$ cat config.mk
export PLATFORM = sky130hd
export DESIGN_NAME = mult_share_arbiter
export DESIGN_NICKNAME = d
export VERILOG_FILES = /design/src/rtl/mult_share_arbiter.sv
export SDC_FILE = /design/constraint.sdc
export NUM_CORES = 1
export LEC_CHECK = 0
export CORE_UTILIZATION = 51
export DETAILED_ROUTE_END_ITERATION = 8
export GPL_ROUTABILITY_DRIVEN = 0
export PLACE_DENSITY = 0.89
export SLEW_MARGIN = 40
export SYNTH_ARGS = -nofsm -noshare
export SYNTH_HDL_FRONTEND = slang
export SYNTH_SLANG_ARGS = --single-unit
$ cat constraint.sdc
create_clock -name clk_i -period 5.22 [get_ports clk_i]
set_clock_uncertainty 0.1 [all_clocks]
set_input_delay 0.783 -clock clk_i [delete_from_list [all_inputs] [get_ports clk_i]]
set_output_delay 0.783 -clock clk_i [all_outputs]
set_load 0.005 [all_outputs]
$ cat src/rtl/mult_share_arbiter.sv
// mult_share_arbiter
// Four requesters share one 8x8 multiplier through a round-robin arbiter.
// Pipeline: S1 holds the granted operands and feeds the multiplier. S2 holds
// the product and drives the res_* outputs. With no output stall a transfer
// in cycle t appears on res_* in cycle t+2.
// Optional feature: define MULT_ARB_LOCK_EN to honour req_lock, which keeps
// priority on a requester across a back-to-back burst.
module mult_share_arbiter #(
    parameter int NREQ = 4,
    parameter int W    = 8
) (
    input  logic                clk_i,
    input  logic                rst_n_i,
    input  logic [NREQ-1:0]     req_i,
    input  logic [NREQ*W-1:0]   req_a_i,
    input  logic [NREQ*W-1:0]   req_b_i,
    input  logic [NREQ-1:0]     req_lock_i,
    output logic [NREQ-1:0]     gnt_o,
    output logic                res_valid_o,
    output logic [2*W-1:0]      res_prod_o,
    output logic [1:0]          res_id_o,
    input  logic                res_ready_i
);

    logic           s1_valid_q;
    logic [W-1:0]   s1_a_q;
    logic [W-1:0]   s1_b_q;
    logic [1:0]     s1_id_q;
    logic           s2_valid_q;
    logic [2*W-1:0] s2_prod_q;
    logic [1:0]     s2_id_q;
    logic [1:0]     ptr_q;
    logic [1:0]     ptr_d;

    logic           adv1;
    logic           adv2;
    logic           xfer;
    logic [1:0]     gnt_idx;
    logic [1:0]     scan_idx;
    logic [2*W-1:0] mult_p;

    // Pipeline advance: S2 moves when empty or drained; S1 moves when S2 makes room.
    always_comb begin
        adv2 = !s2_valid_q || res_ready_i;
        adv1 = !s1_valid_q || adv2;
    end

    // Round-robin search starting at ptr_q; no grant in reset or when S1 cannot load.
    always_comb begin
        gnt_o    = '0;
        gnt_idx  = ptr_q;
        scan_idx = ptr_q;
        xfer     = 1'b0;
        if (rst_n_i && adv1 && (|req_i)) begin
            for (int k = 0; k < NREQ; k++) begin
                scan_idx = ptr_q + 2'(k);
                if (!xfer && req_i[scan_idx]) begin
                    xfer    = 1'b1;
                    gnt_idx = scan_idx;
                end
            end
        end
        if (xfer) begin
            gnt_o[gnt_idx] = 1'b1;
        end
    end

    // Next priority pointer; a locked transfer keeps priority on the same requester.
`ifdef MULT_ARB_LOCK_EN
    always_comb begin
        ptr_d = ptr_q;
        if (xfer) begin
            ptr_d = req_lock_i[gnt_idx] ? gnt_idx : gnt_idx + 2'd1;
        end
    end
`else
    logic unused_req_lock;
    assign unused_req_lock = ^req_lock_i;

    always_comb begin
        ptr_d = ptr_q;
        if (xfer) begin
            ptr_d = gnt_idx + 2'd1;
        end
    end
`endif

    // The shared combinational multiplier, fed only from registered operands.
    always_comb begin
        mult_p = (2*W)'(s1_a_q) * (2*W)'(s1_b_q);
    end

    // Priority pointer register.
    always_ff @(posedge clk_i) begin
        if (!rst_n_i) begin
            ptr_q <= 2'd0;
        end else begin
            ptr_q <= ptr_d;
        end
    end

    // S1 operand stage: captures the granted request, or goes empty with no grant.
    always_ff @(posedge clk_i) begin
        if (!rst_n_i) begin
            s1_valid_q <= 1'b0;
            s1_a_q     <= '0;
            s1_b_q     <= '0;
            s1_id_q    <= 2'd0;
        end else if (adv1) begin
            s1_valid_q <= xfer;
            if (xfer) begin
                s1_a_q  <= req_a_i[gnt_idx*W +: W];
                s1_b_q  <= req_b_i[gnt_idx*W +: W];
                s1_id_q <= gnt_idx;
            end
        end
    end

    // S2 product stage: holds steady while the consumer stalls.
    always_ff @(posedge clk_i) begin
        if (!rst_n_i) begin
            s2_valid_q <= 1'b0;
            s2_prod_q  <= '0;
            s2_id_q    <= 2'd0;
        end else if (adv2) begin
            s2_valid_q <= s1_valid_q;
            s2_prod_q  <= mult_p;
            s2_id_q    <= s1_id_q;
        end
    end

    assign res_valid_o = s2_valid_q;
    assign res_prod_o  = s2_prod_q;
    assign res_id_o    = s2_id_q;

endmodule

Yosys cells after proc, flatten, opt, wreduce, memory -nomap -nowiden

Cells that the tools add are included.

Register bits: 40
Bits of input ports: 75
Output and inout bits: 23
Logic and storage cells: 59

Add/sub/neg operators: 4
$mul: 1
Order comparisons: 6
Shift-type cells: 2
Mux-type cells: 23
Reduce and logical (&&, ||, !) cells: 15

Operators by type and width:

| kind                | number |
|---|---|
| $shiftx 32x6->8     | 2 |
| $mul 8x8->16        | 1 |
| $lt 2x3->1 const B  | 5 |
| $mux 1              | 13 |
| $bmux 1 s2          | 4 |
| $mux 2              | 4 |
| $logic_and 1x1->1   | 6 |
| $logic_not 1->1     | 5 |
| $add 2x1->2 const B | 2 |
| $add 2x2->2 const B | 2 |
| $mux 4              | 1 |
| $reduce_or 4->1     | 1 |
| $demux 1 s2         | 1 |
| $ge 2x1->1 const B  | 1 |
| $logic_or 1x1->1    | 2 |
| $reduce_and 2->1    | 1 |

Logic depth before layout (Yosys ltp)

Gate-level depths: netlist (run 1).

Word-level depth: 23
Depth in mapped cells: 16
Depth with buffers taken out: 16

Least setup slack after synthesis (run 1)

OpenSTA, ideal clock, no wires.

Path kind: register to register
Start: register s1_a_q[5]
End: register s2_prod_q[14] (netlist: res_prod_o[14])
Library setup time: 0.123 ns
Arrival: 4.026 ns
Data required time: 4.997 ns
Setup slack: 0.971 ns
Stages on the path, launching flop included: 15
Buffers on the path: 1
Clock period less this slack: 4.249 ns
Cell sequence: dfxtp_1 -> clkbuf_1 -> and2_1 -> fa_1 -> fa_1 -> fa_1 -> inv_1 -> fa_1 -> inv_1 -> ha_1 -> a211o_1 -> o31ai_1 -> o21ai_0 -> xnor2_1 -> o21ai_0

Cells in the longest elaborated chain, start to end: 1

RTL lines:

| what                   | line | text |
|---|---|---|
| from (decl)            | 26   | `logic [W-1:0] s1_a_q;` |
| from (signal assigned) | 112  | `s1_a_q <= req_a_i[gnt_idx*W +: W];` |
| $mul 8x8->16           | 90   | `mult_p = (2*W)'(s1_a_q) * (2*W)'(s1_b_q);` |
| to (signal assigned)   | 127  | `s2_prod_q <= mult_p;` |
| to (decl)              | 30   | `logic [2*W-1:0] s2_prod_q;` |

Every way passes these cells.
A chain may end at the register's enable or synchronous reset.

Final worst setup path (run 1)

Start: register s1_b_q[5]
End: register s2_prod_q[15] (netlist: res_prod_o[15])

Cells in the longest elaborated chain, start to end: 1

RTL lines:

| what                   | line | text |
|---|---|---|
| from (decl)            | 27   | `logic [W-1:0] s1_b_q;` |
| from (signal assigned) | 113  | `s1_b_q <= req_b_i[gnt_idx*W +: W];` |
| $mul 8x8->16           | 90   |  |

Every way passes these cells.

==> results.sh, run 1 <==
export IMPL_critPathLaunch="s1_b_q[5]$_SDFFE_PN0P_"
export IMPL_synth_top_family_by_area="adder cells"
export IMPL_crit_path_end_kind="register"
export IMPL_ant_nets=0
export IMPL_cp_max_fo=9
export IMPL_htreeDepth=2
export IMPL_ys_seq_area_share_pct=19.9
export IMPL_rsz0062_at_grt="false"
export IMPL_setup_viol=0
export IMPL_grt_pass1_wl_um=16700
export IMPL_hold_path_depth=2
export IMPL_hp_class="register to register"
export IMPL_synthSimpleGateAreaFrac_pct=18.7
export IMPL_maxSlewViolCount=0
export IMPL_cp_start_kind="register"
export IMPL_post_cts_setup_buffers=0
export IMPL_yosys_area_top_type="dfxtp_1"
export IMPL_wirelength_um=9720
export IMPL_yosys_area_share_xor_xnor_pct=2.20
export IMPL_grt_usage_pct=24.8
export IMPL_final_area_um2=5160
export IMPL_grt_util_met3_pct=3.27
export IMPL_cts_tree="done"
export IMPL_yosysWarningCount=0
export IMPL_synthAdderAreaFrac_pct=30.3
export IMPL_syn_area_um2=4030
export IMPL_antenna_found_initial=0
export IMPL_postCtsHoldBufs=0
export IMPL_multiInputGateArea_um2=2950
export IMPL_maxCapViolCount=0
export IMPL_dieArea_um2=8270
export IMPL_tns_ns=0
export IMPL_synth_compound_area_share_pct=16.6
export IMPL_status="completed"
export IMPL_die_height_um=90.9
export IMPL_arrival_ns=4.97
export IMPL_min_period_ns=4.88
export IMPL_areaGrowthSynthToFinish_pct=27.9
export IMPL_finalPower_mw=1.57
export IMPL_required_ns=5.30
export IMPL_synth_seq_cells=40
export IMPL_synthTopCellsByArea="dfxtp_1 20%, fa_1 18%, ha_1 12%"
export IMPL_finalNetCount=696
export IMPL_antennaDiodeCount=0
export IMPL_num_rows=32
export IMPL_fillCellCount=594
export IMPL_fin_crit_sh_pct=93.6
export IMPL_first_iter_violations=184
export IMPL_path_class="register to register"
export IMPL_cts_root_buffer_cell="clkbuf_8"
export IMPL_grt_ovfl_total=0
export IMPL_viasPerCell=5.54
export IMPL_grt_pass1_vias=3814
export IMPL_numCtsBuffers=5
export IMPL_fin_util_pct=67.1
export IMPL_worst_pin_slew_ns=0.790
export IMPL_layout_commonest_cell="clkdlybuf4s50_1"
export IMPL_final_cell_mix="93 x clkdlybuf4s50_1, 59 x inv_1, 55 x and2_1, 40 x ha_1, 40 x dfxtp_1"
export IMPL_initial_core_util_pct=52.5
export IMPL_syn_area_per_cell_um2=8.89
export IMPL_power_density_nw_per_um2=304
export IMPL_drive_gt1_share_pct=3.11
export IMPL_clk_insertion_delay_late_ns=0.30
export IMPL_crit_end="res_prod_o[15]$_SDFFE_PN0P_"
export IMPL_p_leak_nw=2.37
export IMPL_post_dp_cell_area_um2=5070
export IMPL_cts_max_path_buffers=2
export IMPL_grt_use_met2_pct=46.8
export IMPL_core_area_um2=7690
export IMPL_clock_sinks=40
export IMPL_grtUsageMet1_pct=28.5
export IMPL_grt_max_degree=27
export IMPL_ff2ff_path_depth=15
export IMPL_grt_busiest_layer="met2"
export IMPL_synth_mux_area_share_pct=5.02
export IMPL_r2r_setup_slack_ns=0.34
export IMPL_r2r_start="s1_b_q[5]$_SDFFE_PN0P_"
export IMPL_cts_clk_slew_worst_paths_ns=0.08
export IMPL_ys_types=43
export IMPL_slew_headroom_pct=47.3
export IMPL_syn_num_nets=605
export IMPL_die_w_um=90.9
export IMPL_wire_per_inst_um=15.0
export IMPL_hold_viol_final=0
export IMPL_first_pass_iters=7
export IMPL_ir_drop_mv=0.138
export IMPL_port_buffers=93
export IMPL_netlist_area_leader_share_pct=19.9
export IMPL_reg2reg_to="res_prod_o[15]$_SDFFE_PN0P_"
export IMPL_dp_hpwl_um=7990
export IMPL_syn_inst=454
export IMPL_vias=3589
export IMPL_clock_fmax_ghz=0.205
export IMPL_io_pin_count=98
export IMPL_cts_resized=0
export IMPL_drc=0
export IMPL_final_seq_area_um2=801
[cells in the mapped netlist]
| master | n |
|---|---|
| a21oi_1 | 9 |
| and2_0 | 1 |
| dfxtp_1 | 40 |
| nor4_1 | 1 |
| nor3b_1 | 1 |
| o21ai_0 | 26 |
| a222oi_1 | 16 |
| o31a_1 | 1 |
| nor2b_1 | 7 |
| nand3_1 | 10 |
| o21ai_1 | 10 |
| xnor2_1 | 4 |
| and2_1 | 54 |
| a211o_1 | 1 |
| and4b_1 | 1 |
| and3_1 | 1 |
| nor2_1 | 12 |
| clkbuf_1 | 10 |
| nand2_1 | 39 |
| inv_1 | 59 |
| nand2b_1 | 7 |
| o211ai_1 | 2 |
| mux4_2 | 1 |
| a211oi_1 | 4 |
| a31oi_4 | 1 |
| o21bai_1 | 1 |
| o31ai_1 | 4 |
| a21o_1 | 3 |
| ha_1 | 40 |
| fa_1 | 36 |
| nand3b_1 | 3 |
| a21boi_0 | 10 |
| xnor2_4 | 1 |
| or4_1 | 1 |
| mux2i_1 | 18 |
| o41ai_1 | 1 |
| xor2_1 | 3 |
| nor4_2 | 1 |
| o211a_1 | 1 |
| o21a_1 | 6 |
| nor3_1 | 2 |
| buf_2 | 3 |
| buf_6 | 2 |
[flip-flops by register name, indices dropped and copies added (netlist names)]
signal / flops
ptr_q: 2
res_id_o: 2
res_prod_o: 16
res_valid_o: 1
s1_a_q: 8
s1_b_q: 8
s1_id_q: 2
s1_valid_q: 1
[critical path, stage by stage (launching register included)]
cell and delay [ns]:
dfxtp_1 0.54, nand2_1 0.12, fa_1 0.48, fa_1 0.55
inv_1 0.06, fa_1 0.52, inv_1 0.05, fa_1 0.53
inv_1 0.04, ha_1 0.33, o21a_1 0.14, o31a_1 0.14
o41ai_1 0.64, a21oi_1 0.22, mux2i_1 0.20, o211ai_1 0.10
[logic make-up (layout without fill, tap and decap cells)]
kind of cell    count (synthesis)  count (layout)
xor+xnor                        8               8
fa+ha+maj                      76              76
buf+inv                        74             166
simple gates                  141             141
mux                            19              19
compound gates                 96              96
flops                          40              40
[cell type report]
class | instances | area share, %
clock buffer | 7 | 1.48
inverter | 59 | 4.29
tap | 102 | 2.47
clock inverter | 1 | 0.170
sequential | 40 | 15.5
timing repair buffer | 99 | 18.9
multi-input combinational | 340 | 57.2
[metal layers]
metal,vias up,part of all wire [%]
li1,1719,-
met1,1708,39
met2,135,54
met3,27,5.3
met4,0,2.3
met5,-,0
[power by group]
group | total (mW) | switching (mW) | internal, mW
combinational | 0.901 | 0.458 | 0.443
sequential | 0.457 | 0.0864 | 0.371
clock | 0.209 | 0.114 | 0.0956
total | 1.57 | 0.659 | 0.909
[how the worst min path moves through the flow]
stage	start	slack [ns]	to
finish	res_prod_o[2]$_SDFFE_PN0P_	0.37	res_prod_o[2]$_SDFFE_PN0P_
global route	res_prod_o[8]$_SDFFE_PN0P_	0.40	res_prod_o[8]$_SDFFE_PN0P_
CTS	res_prod_o[2]$_SDFFE_PN0P_	0.37	res_prod_o[2]$_SDFFE_PN0P_
detailed placement	res_prod_o[2]$_SDFFE_PN0P_	0.36	res_prod_o[2]$_SDFFE_PN0P_
global placement	s1_valid_q$_SDFFE_PN0N_	0.35	res_valid_o$_SDFFE_PN0P_
floorplan	s1_valid_q$_SDFFE_PN0N_	0.34	res_valid_o$_SDFFE_PN0P_
[per-stage QoR]
step / instances / setup slack (ns) / hold WS (ns)
after floorplan: 454 / 0.971 / 0.341
after global placement: 640 / 0.555 / 0.349
after global routing: 648 / 0.145 / 0.398
final: 648 / 0.336 / 0.368
after CTS: 648 / 0.361 / 0.370
after detailed placement: 640 / 0.378 / 0.358
No activity file was read; power rests on OpenSTA's default activity.
==> run 2, diff against run 1 <==
Settings changed: CORE_MARGIN from default to 2.
==> run 2 against run 1 <==
Against the previous run: critical path type unchanged; cell count stayed put; global-route usage fell by 0.84 points; die area increased by 4.4%; via count shrank 0.22%; sequential power is essentially flat; wire length increased by 3.8%; power is 0.71% higher; sequential share of layout area unchanged; worst setup slack improved by 0.042 ns; combinational power is 0.6% higher.
==> results.sh, run 2 (synthesis gave the netlist of run 1 again) <==
export IMPL_grt_ovfl_total=0
export IMPL_maxSlewViolCount=0
export IMPL_first_pass_iters=6
export IMPL_cp_start_kind="register"
export IMPL_drc=0
export IMPL_largest_reg_flops=16
export IMPL_crit_path_end_kind="register"
export IMPL_hp_class="register to register"
export IMPL_setup_viol=0
export IMPL_wl_met3_um=552
export IMPL_die_height_um=92.9
export IMPL_internal_power_mw=0.912
export IMPL_power_density_nw_per_um2=306
export IMPL_cp_cell_sequence="nand2_1 > fa_1 > fa_1 > inv_1 > fa_1 > inv_1 > fa_1 > inv_1 > ha_1 > o21a_1 > o31a_1 > o41ai_1 > a21oi_1 > mux2i_1 > o211ai_1"
export IMPL_top_layer="met4"
export IMPL_antenna_found_initial=0
export IMPL_final_cell_mix="93 x clkdlybuf4s50_1, 59 x inv_1, 55 x and2_1, 40 x ha_1, 40 x dfxtp_1"
export IMPL_cp_top_family="adder cells"
export IMPL_clock_fmax_ghz=0.207
export IMPL_post_cts_setup_buffers=0
export IMPL_worst_slack_ns=0.377
export IMPL_num_rows=32
export IMPL_tns_ns=0
export IMPL_clock_power_share_pct=13.7
export IMPL_clk_insertion_delay_late_ns=0.30
export IMPL_power_switching_mw=0.667
export IMPL_first_iter_violations=183
export IMPL_power_switching_share_pct=42.3
export IMPL_wire_per_inst_um=15.6
export IMPL_cts_tree="done"
export IMPL_pre_cts_ws_ns=0.457
export IMPL_grt_pass1_vias=3627
export IMPL_wl_met1_um=3970
export IMPL_finalNetCount=696
export IMPL_initial_core_util_pct=52.5
export IMPL_cp_num_buf_inv=3
export IMPL_core_area_um2=7690
export IMPL_cts_resized=0
export IMPL_rsz0062_at_grt="false"
export IMPL_wirelength_um=10100
export IMPL_worst_pin_slew_ns=0.800
export IMPL_cts_clk_slew_worst_paths_ns=0.08
export IMPL_min_period_ns=4.84
export IMPL_layout_commonest_cell="clkdlybuf4s50_1"
export IMPL_io_pin_count=98
export IMPL_clock_sinks=40
export IMPL_status="completed"
export IMPL_grt_usage_pct=24.0
export IMPL_fin_crit_sh_pct=92.8
export IMPL_port_buffers=93
export IMPL_seq_power_share_pct=28.9
export IMPL_cts_root_buffer_cell="clkbuf_8"
export IMPL_antennaDiodeCount=0
export IMPL_cp_slowest_cell="fa_1"
export IMPL_numCtsBuffers=5
export IMPL_viasPerCell=5.53
export IMPL_wl_met2_um=5430
export IMPL_grt_pass1_wl_um=16500
export IMPL_drive_gt1_share_pct=3.11
export IMPL_areaGrowthSynthToFinish_pct=27.9
export IMPL_combPwrFrac_pct=57.4
export IMPL_cp_max_fo=9
export IMPL_p_leak_nw=2.37
export IMPL_hold_viol_final=0
export IMPL_maxCapViolCount=0
export IMPL_fillCellCount=611
export IMPL_crit_top_cell="fa_1"
export IMPL_die_w_um=92.9
export IMPL_finalPower_mw=1.58
export IMPL_dp_hpwl_um=8020
export IMPL_critical_path_max_stage_delay_ns=0.56
export IMPL_postCtsHoldBufs=0
export IMPL_required_ns=5.30
export IMPL_htreeDepth=2
export IMPL_ir_drop_mv=0.150
export IMPL_grt_max_degree=25
export IMPL_ant_nets=0
export IMPL_cts_max_path_buffers=2
export IMPL_path_class="register to register"
export IMPL_dieArea_um2=8640
export IMPL_vias=3581
export IMPL_slew_headroom_pct=46.7
export IMPL_arrival_ns=4.92
run 2: cell counts in the layout (fill, tap and decap cells not counted):
Identical to the previous run, type by type.
run 2: per-stage QoR:
stage	hold WS (ns)	area, µm²	std cells	util [%]
floorplan	0.341	4030	454	-
global placement	0.350	5070	640	65.9
detailed placement	0.356	5070	640	66.0
CTS	0.368	5160	648	67.1
global route	0.391	5160	648	67.1
finish	0.361	5160	648	67.1
run 2: path summary, 6_finish.rpt:
check                                                start                           to  slack [ns]  cells past startpoint
worst min-delay path            res_prod_o[0]$_SDFFE_PN0P_   res_prod_o[0]$_SDFFE_PN0P_        0.36                      2
worst max register to register      s1_b_q[5]$_SDFFE_PN0P_  res_prod_o[15]$_SDFFE_PN0P_        0.38                     15
worst min register to register  res_prod_o[0]$_SDFFE_PN0P_   res_prod_o[0]$_SDFFE_PN0P_        0.36                      2
worst max-delay path                s1_b_q[5]$_SDFFE_PN0P_  res_prod_o[15]$_SDFFE_PN0P_        0.38                     15
run 2: cell type report:
class	instances	area, µm²	share of cell area, %
Multi-Input combinational cell	340	2950	57.2
Timing Repair Buffer	99	976	18.9
Sequential cell	40	801	15.5
Inverter	59	221	4.29
Tap cell	102	128	2.47
Clock buffer	7	76.3	1.48
Clock inverter	1	8.76	0.170
run 2: power groups by stage:
| stage | registers (mW) | logic (mW) | clock network, mW |
|---|---|---|---|
| 6_report | 0.457 | 0.906 | 0.216 |
| 5_1_grt | 0.465 | 1.03 | 0.230 |
| 4_1_cts | 0.454 | 0.914 | 0.216 |
| 3_5_place_dp | 0.461 | 0.905 | 0 |
| 3_3_place_gp | 0.457 | 0.846 | 0 |
| 2_1_floorplan | 0.430 | 0.609 | 0 |
run 2: layer usage:
layer | global-route usage (%) | up-vias
li1 | - | 1720
met1 | 28.3 | 1713
met2 | 45.4 | 133
met3 | 3.50 | 15
met4 | 5.51 | 0
met5 | 0 | -
run 2: worst min-delay path: stages, from the launching register on:
cell	delay [ns]
dfxtp_1	0.31
nand2_1	0.04
a21boi_0	0.06
